**src/rtl/axis_packet_fifo_if.sv**
```systemverilog
// AXI4-Stream bundle used by axis_packet_fifo.
// Signals: tvalid/tready handshake, tdata (BUS_WIDTH bytes), tkeep (one bit
// per byte), tlast (end of packet), tuser and tdest sidebands.
// Modports:
//   master - drives the payload and tvalid, samples tready
//   slave  - samples the payload and tvalid, drives tready
interface axis_packet_fifo_if #(
  parameter int BUS_WIDTH  = 2,
  parameter int USER_WIDTH = 1,
  parameter int DEST_WIDTH = 1
);
  logic                   tvalid;
  logic                   tready;
  logic [BUS_WIDTH*8-1:0] tdata;
  logic [BUS_WIDTH-1:0]   tkeep;
  logic                   tlast;
  logic [USER_WIDTH-1:0]  tuser;
  logic [DEST_WIDTH-1:0]  tdest;

  modport master (
    output tvalid, tdata, tkeep, tlast, tuser, tdest,
    input  tready
  );

  modport slave (
    input  tvalid, tdata, tkeep, tlast, tuser, tdest,
    output tready
  );
endinterface

```
**src/rtl/axis_packet_fifo.sv**
```systemverilog
// Single-clock AXI4-Stream elastic buffer with full sideband
// (tdata/tkeep/tlast/tuser/tdest), first-word fall-through output,
// occupancy count, almost-full/almost-empty flags and an optional
// store-and-forward packet mode.
// Ports:
//   aclk, arst     - clock and synchronous active-high reset
//   s_axis (slave) - write side; tready is registered
//   m_axis (master)- read side; payload is the entry at the read pointer
//   occupancy      - number of stored entries (0..FIFO_DEPTH)
//   almost_full    - occupancy >= ALMOST_FULL_LVL  (registered)
//   almost_empty   - occupancy <= ALMOST_EMPTY_LVL (registered)
// In packet mode the output only presents data once a complete packet
// (tlast) is stored, or when the buffer is full so that packets longer than
// the buffer still drain.
module axis_packet_fifo #(
  parameter int FIFO_DEPTH       = 16,
  parameter int BUS_WIDTH        = 2,
  parameter int USER_WIDTH       = 1,
  parameter int DEST_WIDTH       = 1,
  parameter int PACKET_MODE      = 0,
  parameter int ALMOST_FULL_LVL  = FIFO_DEPTH - 2,
  parameter int ALMOST_EMPTY_LVL = 2
) (
  input  logic                        aclk,
  input  logic                        arst,
  axis_packet_fifo_if.slave           s_axis,
  axis_packet_fifo_if.master          m_axis,
  output logic [$clog2(FIFO_DEPTH):0] occupancy,
  output logic                        almost_full,
  output logic                        almost_empty
);

  localparam int AW = $clog2(FIFO_DEPTH);
  localparam int OW = AW + 1;
  localparam int EW = BUS_WIDTH * 8 + BUS_WIDTH + 1 + USER_WIDTH + DEST_WIDTH;
  // Bit position of tlast inside a stored entry {tdata, tkeep, tlast, tuser, tdest}.
  localparam int LAST_BIT = USER_WIDTH + DEST_WIDTH;

  typedef logic [OW-1:0] cnt_t;

  localparam cnt_t DEPTH_C = cnt_t'(FIFO_DEPTH);
  localparam cnt_t AF_C    = cnt_t'(ALMOST_FULL_LVL);
  localparam cnt_t AE_C    = cnt_t'(ALMOST_EMPTY_LVL);

  // Writes are held off for one edge after reset release.
  typedef enum logic {
    ST_WAKE,
    ST_RUN
  } state_t;

  state_t        state_q, state_nxt;

  logic [EW-1:0] mem [FIFO_DEPTH];
  logic [AW-1:0] wr_ptr, rd_ptr;
  cnt_t          occ_q, occ_nxt;
  cnt_t          pkt_cnt_q, pkt_cnt_nxt;
  logic          ready_q, ready_nxt;
  logic          af_q, ae_q;

  logic          wr_en, rd_en;
  logic          pkt_ok;
  logic [EW-1:0] wr_entry, rd_entry;
  logic          rd_last;

  assign wr_entry = {s_axis.tdata, s_axis.tkeep, s_axis.tlast, s_axis.tuser, s_axis.tdest};
  assign rd_entry = mem[rd_ptr];
  assign rd_last  = rd_entry[LAST_BIT];

  assign {m_axis.tdata, m_axis.tkeep, m_axis.tlast, m_axis.tuser, m_axis.tdest} = rd_entry;

  // Cut-through presents any stored word; packet mode needs a complete packet,
  // or a full buffer so an oversized packet cannot deadlock.
  assign pkt_ok = (PACKET_MODE == 0) || (pkt_cnt_q != '0) || (occ_q == DEPTH_C);

  // Handshakes are masked during reset so no word moves on the reset edge.
  assign m_axis.tvalid = !arst && (occ_q != '0) && pkt_ok;
  assign s_axis.tready = !arst && ready_q;

  assign wr_en = s_axis.tvalid && s_axis.tready;
  assign rd_en = m_axis.tvalid && m_axis.tready;

  assign occupancy    = occ_q;
  assign almost_full  = af_q;
  assign almost_empty = ae_q;

  always_comb begin
    occ_nxt = occ_q;
    case ({wr_en, rd_en})
      2'b10:   occ_nxt = occ_q + 1'b1;
      2'b01:   occ_nxt = occ_q - 1'b1;
      default: occ_nxt = occ_q;
    endcase
  end

  always_comb begin
    pkt_cnt_nxt = pkt_cnt_q;
    case ({wr_en && s_axis.tlast, rd_en && rd_last})
      2'b10:   pkt_cnt_nxt = pkt_cnt_q + 1'b1;
      2'b01:   pkt_cnt_nxt = pkt_cnt_q - 1'b1;
      default: pkt_cnt_nxt = pkt_cnt_q;
    endcase
  end

  always_comb begin
    state_nxt = state_q;
    ready_nxt = 1'b0;
    case (state_q)
      ST_WAKE: state_nxt = ST_RUN;
      ST_RUN:  ready_nxt = (occ_nxt < DEPTH_C);
      default: state_nxt = ST_WAKE;
    endcase
  end

  always_ff @(posedge aclk) begin
    if (arst) begin
      state_q   <= ST_WAKE;
      wr_ptr    <= '0;
      rd_ptr    <= '0;
      occ_q     <= '0;
      pkt_cnt_q <= '0;
      ready_q   <= 1'b0;
      af_q      <= 1'b0;
      ae_q      <= 1'b1;
    end else begin
      state_q   <= state_nxt;
      if (wr_en) wr_ptr <= wr_ptr + 1'b1;
      if (rd_en) rd_ptr <= rd_ptr + 1'b1;
      occ_q     <= occ_nxt;
      pkt_cnt_q <= pkt_cnt_nxt;
      ready_q   <= ready_nxt;
      af_q      <= (occ_nxt >= AF_C);
      ae_q      <= (occ_nxt <= AE_C);
    end
  end

  // Storage is not reset; pointers alone define valid contents.
  always_ff @(posedge aclk) begin
    if (wr_en) mem[wr_ptr] <= wr_entry;
  end

endmodule

```
**src/flat_wrapper.sv**
```systemverilog
// flat-port wrapper written by rule: the top's interface ports become plain ports
module axis_packet_fifo_flat 
#(
  parameter int FIFO_DEPTH       = 16,
  parameter int BUS_WIDTH        = 2,
  parameter int USER_WIDTH       = 1,
  parameter int DEST_WIDTH       = 1,
  parameter int PACKET_MODE      = 0,
  parameter int ALMOST_FULL_LVL  = FIFO_DEPTH - 2,
  parameter int ALMOST_EMPTY_LVL = 2
)
  (aclk, arst, occupancy, almost_full, almost_empty, s_axis_tvalid, s_axis_tdata, s_axis_tkeep, s_axis_tlast, s_axis_tuser, s_axis_tdest, s_axis_tready, m_axis_tvalid, m_axis_tdata, m_axis_tkeep, m_axis_tlast, m_axis_tuser, m_axis_tdest, m_axis_tready);
  axis_packet_fifo_if #(.BUS_WIDTH(BUS_WIDTH), .USER_WIDTH(USER_WIDTH), .DEST_WIDTH(DEST_WIDTH)) s_axis_i ();
  axis_packet_fifo_if #(.BUS_WIDTH(BUS_WIDTH), .USER_WIDTH(USER_WIDTH), .DEST_WIDTH(DEST_WIDTH)) m_axis_i ();
  input  logic aclk;
  input  logic arst;
  output logic [$clog2(FIFO_DEPTH):0] occupancy;
  output logic almost_full;
  output logic almost_empty;
  input wire logic [$bits(s_axis_i.tvalid)-1:0] s_axis_tvalid;
  input wire logic [$bits(s_axis_i.tdata)-1:0] s_axis_tdata;
  input wire logic [$bits(s_axis_i.tkeep)-1:0] s_axis_tkeep;
  input wire logic [$bits(s_axis_i.tlast)-1:0] s_axis_tlast;
  input wire logic [$bits(s_axis_i.tuser)-1:0] s_axis_tuser;
  input wire logic [$bits(s_axis_i.tdest)-1:0] s_axis_tdest;
  output wire logic [$bits(s_axis_i.tready)-1:0] s_axis_tready;
  output wire logic [$bits(m_axis_i.tvalid)-1:0] m_axis_tvalid;
  output wire logic [$bits(m_axis_i.tdata)-1:0] m_axis_tdata;
  output wire logic [$bits(m_axis_i.tkeep)-1:0] m_axis_tkeep;
  output wire logic [$bits(m_axis_i.tlast)-1:0] m_axis_tlast;
  output wire logic [$bits(m_axis_i.tuser)-1:0] m_axis_tuser;
  output wire logic [$bits(m_axis_i.tdest)-1:0] m_axis_tdest;
  input wire logic [$bits(m_axis_i.tready)-1:0] m_axis_tready;
  assign s_axis_i.tvalid = s_axis_tvalid;
  assign s_axis_i.tdata = s_axis_tdata;
  assign s_axis_i.tkeep = s_axis_tkeep;
  assign s_axis_i.tlast = s_axis_tlast;
  assign s_axis_i.tuser = s_axis_tuser;
  assign s_axis_i.tdest = s_axis_tdest;
  assign s_axis_tready = s_axis_i.tready;
  assign m_axis_tvalid = m_axis_i.tvalid;
  assign m_axis_tdata = m_axis_i.tdata;
  assign m_axis_tkeep = m_axis_i.tkeep;
  assign m_axis_tlast = m_axis_i.tlast;
  assign m_axis_tuser = m_axis_i.tuser;
  assign m_axis_tdest = m_axis_i.tdest;
  assign m_axis_i.tready = m_axis_tready;
  axis_packet_fifo #(.FIFO_DEPTH(FIFO_DEPTH), .BUS_WIDTH(BUS_WIDTH), .USER_WIDTH(USER_WIDTH), .DEST_WIDTH(DEST_WIDTH), .PACKET_MODE(PACKET_MODE), .ALMOST_FULL_LVL(ALMOST_FULL_LVL), .ALMOST_EMPTY_LVL(ALMOST_EMPTY_LVL)) u_core (.aclk(aclk), .arst(arst), .s_axis(s_axis_i), .m_axis(m_axis_i), .occupancy(occupancy), .almost_full(almost_full), .almost_empty(almost_empty));
endmodule
```
**config.mk**
```make
export PLATFORM = sky130hd
export DESIGN_NAME = axis_packet_fifo_flat
export DESIGN_NICKNAME = d
export VERILOG_FILES = /design/src/rtl/axis_packet_fifo_if.sv /design/src/rtl/axis_packet_fifo.sv /design/src/flat_wrapper.sv
export SDC_FILE = /design/constraint.sdc
export NUM_CORES = 1
export LEC_CHECK = 0
export CORE_MARGIN = 4
export CORE_UTILIZATION = 56
export DETAILED_ROUTE_END_ITERATION = 10
export HOLD_SLACK_MARGIN = 0.06
export MAX_ROUTING_LAYER = met4
export PLACE_DENSITY = 0.79
export SLEW_MARGIN = 20
export SYNTH_ARGS = -nofsm -noshare
export SYNTH_HDL_FRONTEND = slang
export SYNTH_SLANG_ARGS = --single-unit
```
**constraint.sdc**
```tcl
create_clock -name aclk -period 4.5 [get_ports aclk]
set_clock_uncertainty 0.1 [all_clocks]
set_input_delay 0.9 -clock aclk [delete_from_list [all_inputs] [get_ports aclk]]
set_output_delay 0.9 -clock aclk [all_outputs]
set_load 0.03 [all_outputs]
```
Yosys cells after proc, flatten, opt, wreduce, memory -nomap -nowiden
Memory sizes are Yosys's and may differ from the RTL's. A register that Yosys moved wholly into a read port is not among the register bits.
Cells that the tools add are included.
Widths: inputs -> output; s select.

operators by class
  add/subtract/negate cells = 4
  magnitude comparators = 3
  equal/unequal tests = 2
  muxes and demuxes = 6
  bitwise operators = 1
  reduce and logical (&&, ||, !) cells = 7

operators with widths
  operator             count
  $pmux 5 s2           1
  $add 4x1->4 const B  2
  $mux 4               2
  $add 5x1->5 const B  1
  $ge 5x4->1 const B   1
  $le 5x2->1 const B   1
  $lt 5x5->1 const B   1
  $reduce_bool 5->1    1
  $sub 5x1->5 const B  1
  $logic_and 1x1->1    4
  $mux 1               3
  $eq 2x1->1 const B   1
  $eq 2x2->1 const B   1
  $reduce_or 2->1      1
  $logic_not 1->1      1
  $not 1->1            1

storage, ports and cells
  bits in registers = 17
  bits in writable memories = 336
  bits of input ports = 25
  output and inout bits = 30
  logic and storage cells = 31
  memories = 1

memories
  memory      words  width  rd ports  clocked after Yosys merged registers in  wr ports  RTL line                RTL
  u_core.mem  16     21     1         1                                        1         axis_packet_fifo.sv:53  logic [EW-1:0] mem [FIFO_DEPTH];

Depth between registers and ports, before layout
Gate-level depths: netlist of run 1.

  depth after elaboration = 6
  gate-level depth with buffers = 13
  mapped depth without buffers = 11

Least setup slack after synthesis of run 1
Ideal clock, no wire load.

  path kind = in2reg
  start point = in arst
  end point = mem u_core.mem[3][0] (netlist bit), enable pin
  library setup time = 0.425 ns
  data arrival time = 3.547 ns
  required time = 3.975 ns
  setup slack = 0.428 ns
  cell stages on the path = 6
  buffers on the path = 2
  path through = clkbuf_1 > nor2b_1 > and2_1 > buf_2 > nand2_1 > nor3_1

between the ends
  cells in the longest elaborated chain, start to end = 5

RTL lines
  element                       RTL line                 RTL
  from (decl)                   flat_wrapper.sv:16       input logic arst;
  $logic_not 1->1               axis_packet_fifo.sv:77   assign s_axis.tready = !arst && ready_q;
  $logic_and 1x1->1             axis_packet_fifo.sv:77
  via s_axis_tready             flat_wrapper.sv:26       output wire logic [$bits(s_axis_i.tready)-1:0] s_axis_tready;
  $logic_and 1x1->1             axis_packet_fifo.sv:79   assign wr_en = s_axis.tvalid && s_axis.tready;
  $mux 1                        axis_packet_fifo.sv:138  if (wr_en) mem[wr_ptr] <= wr_entry;
  $mux 1 (implied by the code)  axis_packet_fifo.sv:138
  to (decl)                     axis_packet_fifo.sv:53

The timed path passes the listed nets, and every way through them passes these cells.

==> flow_metrics.env, run 1 <==
export IMPL_tns_ps=0
export IMPL_status="finished, final reports clean"
export IMPL_ys_seq_area_share_pct=77.1
export IMPL_cap_violations=0
export IMPL_ant_nets=0
export IMPL_cts_tree="built"
export IMPL_hold_class="register to register"
export IMPL_power_leakage_nw=4.88
export IMPL_relSlewSlack_pct=57.2
export IMPL_vdd_drop_max_uv=246
export IMPL_synth_top_area_cell="edfxtp_1"
export IMPL_syn_avg_cell_area_sq_um=23.1
export IMPL_rsz0062_at_grt="no"
export IMPL_grt_pass1_wl_mm=42.4
export IMPL_crit_slowest_cell="clkdlybuf4s50_1"
export IMPL_layout_nets=711
export IMPL_worstPathArrival_ps=3130
export IMPL_crit_fanout=17
export IMPL_wl_met3_mm=1.75
export IMPL_place_ws_ps=531
export IMPL_htreeDepth=2
export IMPL_initialDrtViolationCount=757
export IMPL_first_global_vias=6788
export IMPL_viasPerCell=6.25
export IMPL_antenna_found_initial=1
export IMPL_final_common_cell="edfxtp_1"
export IMPL_grt_max_degree=42
export IMPL_post_route_util_pct=67.2
export IMPL_chipWidth_um=164
export IMPL_dr_max_layer_used="met4"
export IMPL_tightest_slew_ps=642
export IMPL_fin_ws_ps=368
export IMPL_start_util_pct=57.6
export IMPL_cts_inserted_buffers=35
export IMPL_clockBufferDepth=3
export IMPL_syn_nets=622
export IMPL_synth_area_leaders="edfxtp_1, mux4_2, dfxtp_1"
export IMPL_portBuffers=54
export IMPL_path_common_cell="mux4_2"
export IMPL_gr_total_overflow=0
export IMPL_required_ps=3500
export IMPL_cts_resized_gates=0
export IMPL_syn_area_sq_um=13600
export IMPL_grtUsageTotal_pct=22.3
export IMPL_setup_viol=0
export IMPL_synth_cells=589
export IMPL_area_delta_synth_final_pct=16.8
export IMPL_final_cell_mix="edfxtp_1, mux4_2, clkdlybuf4s50_1"
export IMPL_total_power_mw=6.78
export IMPL_start_kind="register"
export IMPL_worst_path_largest_cell_delay_ps=620
export IMPL_synth_seq_cells=357
export IMPL_cts_root_buf="clkbuf_16"
export IMPL_r2r_slack_ps=1450
export IMPL_first_pass_iters=7
export IMPL_fin_cells=1022
export IMPL_wirelength_mm=27.8
export IMPL_ys_async_sr_fraction_pct=0
export IMPL_dpl_hpwl_mm=15.1
export IMPL_dp_cells=960
export IMPL_ff2ff_path_depth=10
export IMPL_drt_met1_wl_mm=10.9
export IMPL_period_needed_ps=4130
export IMPL_route_met2_wl_mm=14.8
export IMPL_period_share_pct=91.8
export IMPL_ctsHoldBuffers=0
export IMPL_cp_end_kind="output pin"
export IMPL_die_area_sq_um=26900
export IMPL_numClockSinks=357
export IMPL_synth_top_area_share_pct=74.0
export IMPL_io_pins=55
export IMPL_drive_gt1_share_pct=28.8
export IMPL_cts_clk_slew_worst_paths_ps=60
export IMPL_hold_viol_final=0
export IMPL_powerDensity_nw_per_um2=426
export IMPL_wl_per_cell_um=27.2
export IMPL_whs_path_depth=1
export IMPL_gp_congestion=0.838
export IMPL_cp_cell_sequence="buf_4 > mux4_2 > mux4_2 > clkdlybuf4s50_1"
export IMPL_yosys_warnings=0
export IMPL_crit_type="register to output pin"
export IMPL_post_cts_setup_buffers=0
export IMPL_fp_coreArea_sq_um=23700
export IMPL_synth_edf_count=336
export IMPL_vias=6384
export IMPL_drv_slew=0
export IMPL_synthFlopType="edfxtp_1"
export IMPL_fmax_mhz=242
export IMPL_synth_cell_types=34
export IMPL_die_h_um=164
export IMPL_rows=56
export IMPL_clk_latency_ps=510
export IMPL_post_route_drc_count=0
[metal layers]
layer  up-vias  track usage [%]
met5         -                -
met4         0             4.80
met2       281             36.8
li1       2652                -
met1      3414             29.7
met3        37             3.99
[final timing paths]
check                                 startpoint                              to
hold / removal            u_core.state_q$_DFF_P_       u_core.ready_q$_SDFF_PP0_
setup / recovery                        register                m_axis_tdata[10]
hold reg to reg           u_core.state_q$_DFF_P_       u_core.ready_q$_SDFF_PP0_
setup reg to reg  u_core.occupancy[2]$_SDFF_PP0_  u_core.almost_empty$_SDFF_PP1_
[Yosys cell counts, types with 2 or more instances]
library cell  instances
dfxtp_1              21
nor2b_1               2
a21oi_1               5
clkbuf_1              8
nor2_1               25
buf_2                 4
nand2_1              12
nand2b_1              4
inv_1                 7
edfxtp_1            336
and2_1                2
mux4_2              105
xor2_1                6
buf_6                 7
ha_1                  8
nand4_1               2
o21ai_0               2
xnor2_1               5
nor3_1                5
buf_1                 9
[area by class of cell]
| type | instances | area [sq um] |
|---|---|---|
| Tap cell | 319 | 399 |
| Timing Repair Buffer | 81 | 843 |
| Fill cell | 1471 | 7760 |
| Inverter | 7 | 26.3 |
| Antenna cell | 1 | 2.50 |
| Clock inverter | 21 | 262 |
| Clock buffer | 40 | 895 |
| Multi-Input combinational cell | 196 | 2970 |
| Sequential cell | 357 | 10500 |
[cells by family (layout without fill, tap and decap cells)]
family,Yosys count,count (layout),synth area share (%)
compound gates,16,16,0.780
simple gates,55,55,1.81
buf+inv,36,149,1.44
flops,357,357,77.1
other cells,0,1,0
fa+ha+maj,8,8,0.734
mux,106,106,17.4
xor+xnor,11,11,0.707
[critical path: cells and delay by family (launching register included)]
family | cells | cell delay, ps
flip-flops | 1 | 530
buffers and inverters | 2 | 1010
multiplexers | 2 | 1070
[registers in the layout, indices dropped and copies added (netlist names), named ones only]
register             count
u_core.mem             336
u_core.almost_full       1
u_core.ready_q           1
u_core.wr_ptr            4
u_core.occupancy         5
u_core.state_q           1
u_core.rd_ptr            4
u_core.almost_empty      1
[per-stage QoR]
| stage | hold WS [ps] | cell area, sq um |
|---|---|---|
| 2_1_floorplan | 337 | 13600 |
| 3_3_place_gp | 351 | 14800 |
| 3_5_place_dp | 344 | 14800 |
| 4_1_cts | 359 | 15900 |
| 5_1_grt | 374 | 15900 |
| 6_report | 360 | 15900 |
[report_power, final]
part	internal, mW	switching (mW)	leakage [nW]
clock network	1.78	1.17	0.565
logic	0.0876	0.106	1.13
registers	3.64	0.00861	3.19
total	5.50	1.28	4.88
Note: power is estimated with default switching activity, not from simulation.
==> run 2: changes to the inputs <==
DONT_BUFFER_PORTS = 1   (was not set)
clock period = 3.4 ns   (was 4.5 ns; I/O delays follow)
==> run 2 against run 1 <==
Via count fell by 2.8%. Global-route usage rose by 1.2 points. Register-to-register slack got worse by 1100 ps. Total power rose by 27%. Clock power rose by 22%. Sequential power rose by 33%. Non-clock buffer count fell by 44. Wire length rose by 5.3%. Worst hold slack got worse by 220 ps. Largest cell class unchanged.
==> flow_metrics.env, run 2 (synthesized netlist as in run 1, its figures left out) <==
export IMPL_rsz0062_at_grt="yes"
export IMPL_period_needed_ps=3330
export IMPL_fp_coreArea_sq_um=23700
export IMPL_cts_inserted_buffers=36
export IMPL_hold_class="input pin to register"
export IMPL_hold_worst_slack_ps=136
export IMPL_crit_slowest_cell="mux4_2"
export IMPL_regMostFlops="u_core.mem"
export IMPL_drive_gt1_share_pct=30.9
export IMPL_grt_use_met3_pct=4.84
export IMPL_seqCellArea_sq_um=10500
export IMPL_grtUsageMet2_pct=39.0
export IMPL_wl_per_cell_um=29.9
export IMPL_cts_tree="built"
export IMPL_power_leakage_nw=4.68
export IMPL_r2r_end="u_core.almost_empty$_SDFF_PP1_"
export IMPL_cts_clk_slew_worst_paths_ps=60
export IMPL_vdd_drop_max_uv=395
export IMPL_numClockSinks=357
export IMPL_largest_reg_flops=336
export IMPL_start_util_pct=57.6
export IMPL_relSlewSlack_pct=49.3
export IMPL_gr_total_overflow=0
export IMPL_final_cell_mix="edfxtp_1, mux4_2, clkbuf_16"
export IMPL_met1_usage_pct=30.9
export IMPL_crit_fanout=37
export IMPL_post_route_drc_count=0
export IMPL_initialDrtViolationCount=749
export IMPL_ff2ff_path_depth=10
export IMPL_cp_end_kind="output pin"
export IMPL_wirelength_mm=29.3
export IMPL_hp_start="arst"
export IMPL_worst_path_largest_cell_delay_ps=620
export IMPL_post_route_util_pct=65.1
export IMPL_htreeDepth=2
export IMPL_grt_max_degree=39
export IMPL_worstPathArrival_ps=2550
export IMPL_clk_latency_ps=510
export IMPL_first_pass_iters=5
export IMPL_antenna_found_initial=0
export IMPL_tns_ps=0
export IMPL_layout_nets=668
export IMPL_hold_viol_final=0
export IMPL_clockBufferDepth=3
export IMPL_r2r_slack_ps=320
export IMPL_rows=56
export IMPL_top_regs="u_core.mem: 336 flops, u_core.occupancy: 5 flops"
export IMPL_multiInputGateArea_sq_um=2990
export IMPL_start_kind="register"
export IMPL_io_pins=55
export IMPL_powerDensity_nw_per_um2=558
export IMPL_cp_cell_sequence="buf_16 > mux4_2 > mux4_2"
export IMPL_path_common_cell="mux4_2"
export IMPL_whs_path_depth=1
export IMPL_drv_slew=0
export IMPL_tightest_slew_ps=759
export IMPL_top_usage_layer="met2"
export IMPL_gp_congestion=0.777
export IMPL_die_area_sq_um=26900
export IMPL_grt_pass1_wl_mm=44.0
export IMPL_status="finished, final reports clean"
export IMPL_fmax_mhz=300
export IMPL_chipWidth_um=164
export IMPL_die_h_um=164
export IMPL_portBuffers=0
export IMPL_fillers=1535
export IMPL_required_ps=2620
export IMPL_setup_viol=0
export IMPL_grtUsageTotal_pct=23.5
export IMPL_vias=6208
export IMPL_timing_rr_start="u_core.occupancy[2]$_SDFF_PP0_"
export IMPL_ant_nets=0
export IMPL_viasPerCell=6.34
export IMPL_cap_violations=0
export IMPL_area_delta_synth_final_pct=13.0
export IMPL_first_global_vias=6661
export IMPL_cts_root_buf="clkbuf_16"
export IMPL_final_common_cell="edfxtp_1"
export IMPL_total_power_mw=8.59
export IMPL_dpl_hpwl_mm=15.7
export IMPL_period_share_pct=98.0
export IMPL_antenna_cells=0
export IMPL_crit_type="register to output pin"
==> run 2: per-stage QoR <==
step	std cells	area (sq um)	worst slack (ps)
after floorplan	589	13600	-240
after global placement	916	14300	570
after detailed placement	916	14300	405
after CTS	979	15400	12.3
after global routing	979	15400	-35.2
final	979	15400	67.5
==> run 2: power by group <==
part / switching (mW) / internal, mW
Clock: 1.55 / 2.06
Combinational: 0.0794 / 0.0751
Sequential: 0.0146 / 4.81
==> run 2: what timing repair did <==
action,CTS,global route
setup buffers,0,0
resized for setup,1,1
hold endpoints to repair,0,0
cloned,0,0
hold buffers,0,0
pin swaps,0,0
endpoints found under the setup margin,4,10
==> run 2: worst max-delay path by stage <==
stage	to
final	m_axis_tdata[9]
after global routing	m_axis_tdata[8]
after CTS	m_axis_tdata[9]
after detailed placement	u_core.almost_empty$_SDFF_PP1_
after global placement	m_axis_tdata[2]
after floorplan	u_core.mem[1][0]$_DFFE_PP_
==> run 2: metal layers <==
layer  share of wire (%)  wire length [um]  up-vias
met5                   0                 0        -
met4                 2.1               607        0
met3                 8.0              2340       50
met2                  53             15400      316
met1                  37             11000     3280
li1                    -                 -     2562
==> run 2: worst max-delay path, delay by kind of cell (launching register included) <==
kind / cells / cell delay, ps
flip-flops: 1 / 520
multiplexers: 2 / 1190
buffers and inverters: 1 / 320
==> run 2: final cells by class <==
cell class	instances	share of cell area [%]
Clock buffer	56	6.61
Clock inverter	7	0.268
Inverter	7	0.171
Multi-Input combinational cell	196	19.4
Sequential cell	357	68.3
Tap cell	319	2.59
Timing Repair Buffer	37	2.69
==> edit (flow settings as in run 2) <==
`BUS_WIDTH` is set to 2 in 3 places; all go to 3.
--- a/src/rtl/axis_packet_fifo_if.sv
+++ b/src/rtl/axis_packet_fifo_if.sv
@@ -6,5 +6,5 @@
 //   slave  - samples the payload and tvalid, drives tready
 interface axis_packet_fifo_if #(
-  parameter int BUS_WIDTH  = 2,
+  parameter int BUS_WIDTH  = 3,
   parameter int USER_WIDTH = 1,
   parameter int DEST_WIDTH = 1
--- a/src/rtl/axis_packet_fifo.sv
+++ b/src/rtl/axis_packet_fifo.sv
@@ -15,5 +15,5 @@
 module axis_packet_fifo #(
   parameter int FIFO_DEPTH       = 16,
-  parameter int BUS_WIDTH        = 2,
+  parameter int BUS_WIDTH        = 3,
   parameter int USER_WIDTH       = 1,
   parameter int DEST_WIDTH       = 1,
--- a/src/flat_wrapper.sv
+++ b/src/flat_wrapper.sv
@@ -3,5 +3,5 @@
 #(
   parameter int FIFO_DEPTH       = 16,
-  parameter int BUS_WIDTH        = 2,
+  parameter int BUS_WIDTH        = 3,
   parameter int USER_WIDTH       = 1,
   parameter int DEST_WIDTH       = 1,
Interface: changed (resized m_axis_tdata, m_axis_tkeep, s_axis_tdata and s_axis_tkeep); port bits go from 55 to 73. No check against the original RTL was run, so the function may have changed too.
==> edit against run 2 <==
Register-to-register slack better by 0.04 ns. Clock power increased by 41%. Sequential cell count is 144 higher. Non-clock buffer count down 5. Via count grew 38%. Sequential power rose by 40%. Cell count rose by 34%. Setup slack got worse by 0.017 ns. Synthesized area increased by 39%. Total power up 41%. Sequential share of layout area increased by 1.0 points. Final area up 39%. Routed wire length is 42% higher. Critical endpoint is now m_axis_tkeep[1].
==> edit: results <==
final_layout:
  n_fill_cell: 2074
  reg.largest.list: "u_core.mem x480, u_core.occupancy x5"
  layout.nets: 873
  drive_above_1_share_pct: 30.7
synthesis:
  synth.net_count: 830
  synth_top_cells_by_area: "edfxtp_1, mux4_2, dfxtp_1"
  synth_edf_count: 480
  synth_seq_area_share_pct: 78.1
  synth_common_cells: "edfxtp_1, mux4_2, nor2_1"
placed_design:
  dpl.hpwl_microns: 20000
  dp_slack_ns: 0.371
  place_congestion: 0.732
worst_setup_path:
  worstPathArrival_ns: 2.57
  endpoint: "m_axis_tkeep[1]"
  critPathTopFamily: "multiplexers"
  reg2reg_depth: 11
  rrSetupSlack_ns: 0.36
  path_max_fanout: 30
pwr:
  ir_drop_uv: 331
grt:
  grt_pass1_wl_microns: 61500
  grt_max_degree: 66
  grt_pass1_vias: 8992
  grt_util_all_layers_pct: 24.0
routing:
  dr.first_iter.drc_count: 1101
  avgViaCountPerCell: 6.50
  drt_wl_total_microns: 41500
cts:
  clock_latency_ns: 0.54
  cts_inserted_buffers: 48
status:
  outcome: "finished, final reports clean"
timing:
  relSlewSlack_pct: 51.2
  fmax_ghz: 0.299
-- edit: changes by cell type in the layout (fill, tap and decap cells not counted), moves of 3 or more --
cell	run 2	this run
nor2_4	0	12
buf_4	26	17
clkbuf_16	38	49
bufinv_16	0	4
clkbuf_1	18	11
buf_12	9	12
mux4_2	105	150
clkinv_2	2	8
nor2_2	12	0
clkinv_1	4	12
edfxtp_1	336	480
-- edit: worst min-delay path by stage --
stage	startpoint	to	slack, ns	depth (start not counted)
finish	arst	u_core.occupancy[0]	0.11	1
global route	arst	u_core.occupancy[4]	0.08	1
global placement	u_core.state_q	u_core.ready_q	0.35	1
detailed placement	u_core.state_q	u_core.ready_q	0.36	1
floorplan	u_core.state_q	u_core.ready_q	0.34	1
CTS	arst	u_core.occupancy[0]	0.08	1
-- edit: area by class of cell --
type / count / area share [%]
Sequential cell: 501 / 69.3
Multi-Input combinational cell: 241 / 19.0
Clock buffer: 60 / 5.92
Tap cell: 448 / 2.62
Timing Repair Buffer: 32 / 2.05
Clock inverter: 25 / 0.993
Inverter: 7 / 0.123
-- edit: worst register-to-register path, delay by kind of cell, from the launching register on --
family / cells / cell delay [ns]
mux: 1 / 0.26
simple gates: 1 / 0.41
fa+ha+maj: 2 / 0.48
xor+xnor: 2 / 0.32
buf+inv: 1 / 0.18
flops: 1 / 0.49
compound gates: 4 / 0.73
-- edit: cells by family (layout without fill, tap and decap cells) --
group                    Yosys count  count (layout)  synth area share (%)
multiplexers                     151             151                  17.8
flip-flops                       501             501                  78.1
buffers and inverters             46             124                  1.18
AND/OR/NAND/NOR                   55              55                  1.30
adder cells (fa/ha/maj)            8               8                 0.527
AO/OA/AOI/OAI                     16              16                 0.560
XOR/XNOR                          11              11                 0.507
-- edit: power by group --
part	total (W)	internal [W]	switching, W
clock	0.00509	0.00293	0.00216
combinational	0.000220	0.000104	0.000116
sequential	0.00678	0.00677	0.00000850
total	0.0121	0.00980	0.00228
-- edit: what timing repair did --
item                       in CTS  in global routing
setup endpoints to repair       3                 14
pin swaps                       0                  0
resized for setup               2                  0
gates cloned                    1                  0
-- edit: through the flow --
step	area (sq um)	hold slack (ns)	instances	power (W)
global placement	19900	0.347	1228	0.00712
finish	21400	0.108	1314	0.0121
global route	21400	0.0838	1314	0.0125
CTS	21400	0.0834	1314	0.0122
detailed placement	19900	0.357	1228	0.00712
floorplan	19000	0.337	788	0.00709
-- edit: metal layers --
metal	global-route usage, %	routed length (microns)	part of all wire [%]	vias to the layer above
li1	-	-	-	3446
met1	32.1	15700	38	4556
met2	38.6	21400	52	458
met3	4.91	3440	8.3	80
met4	6.53	1000	2.4	0
met5	-	0	0	-
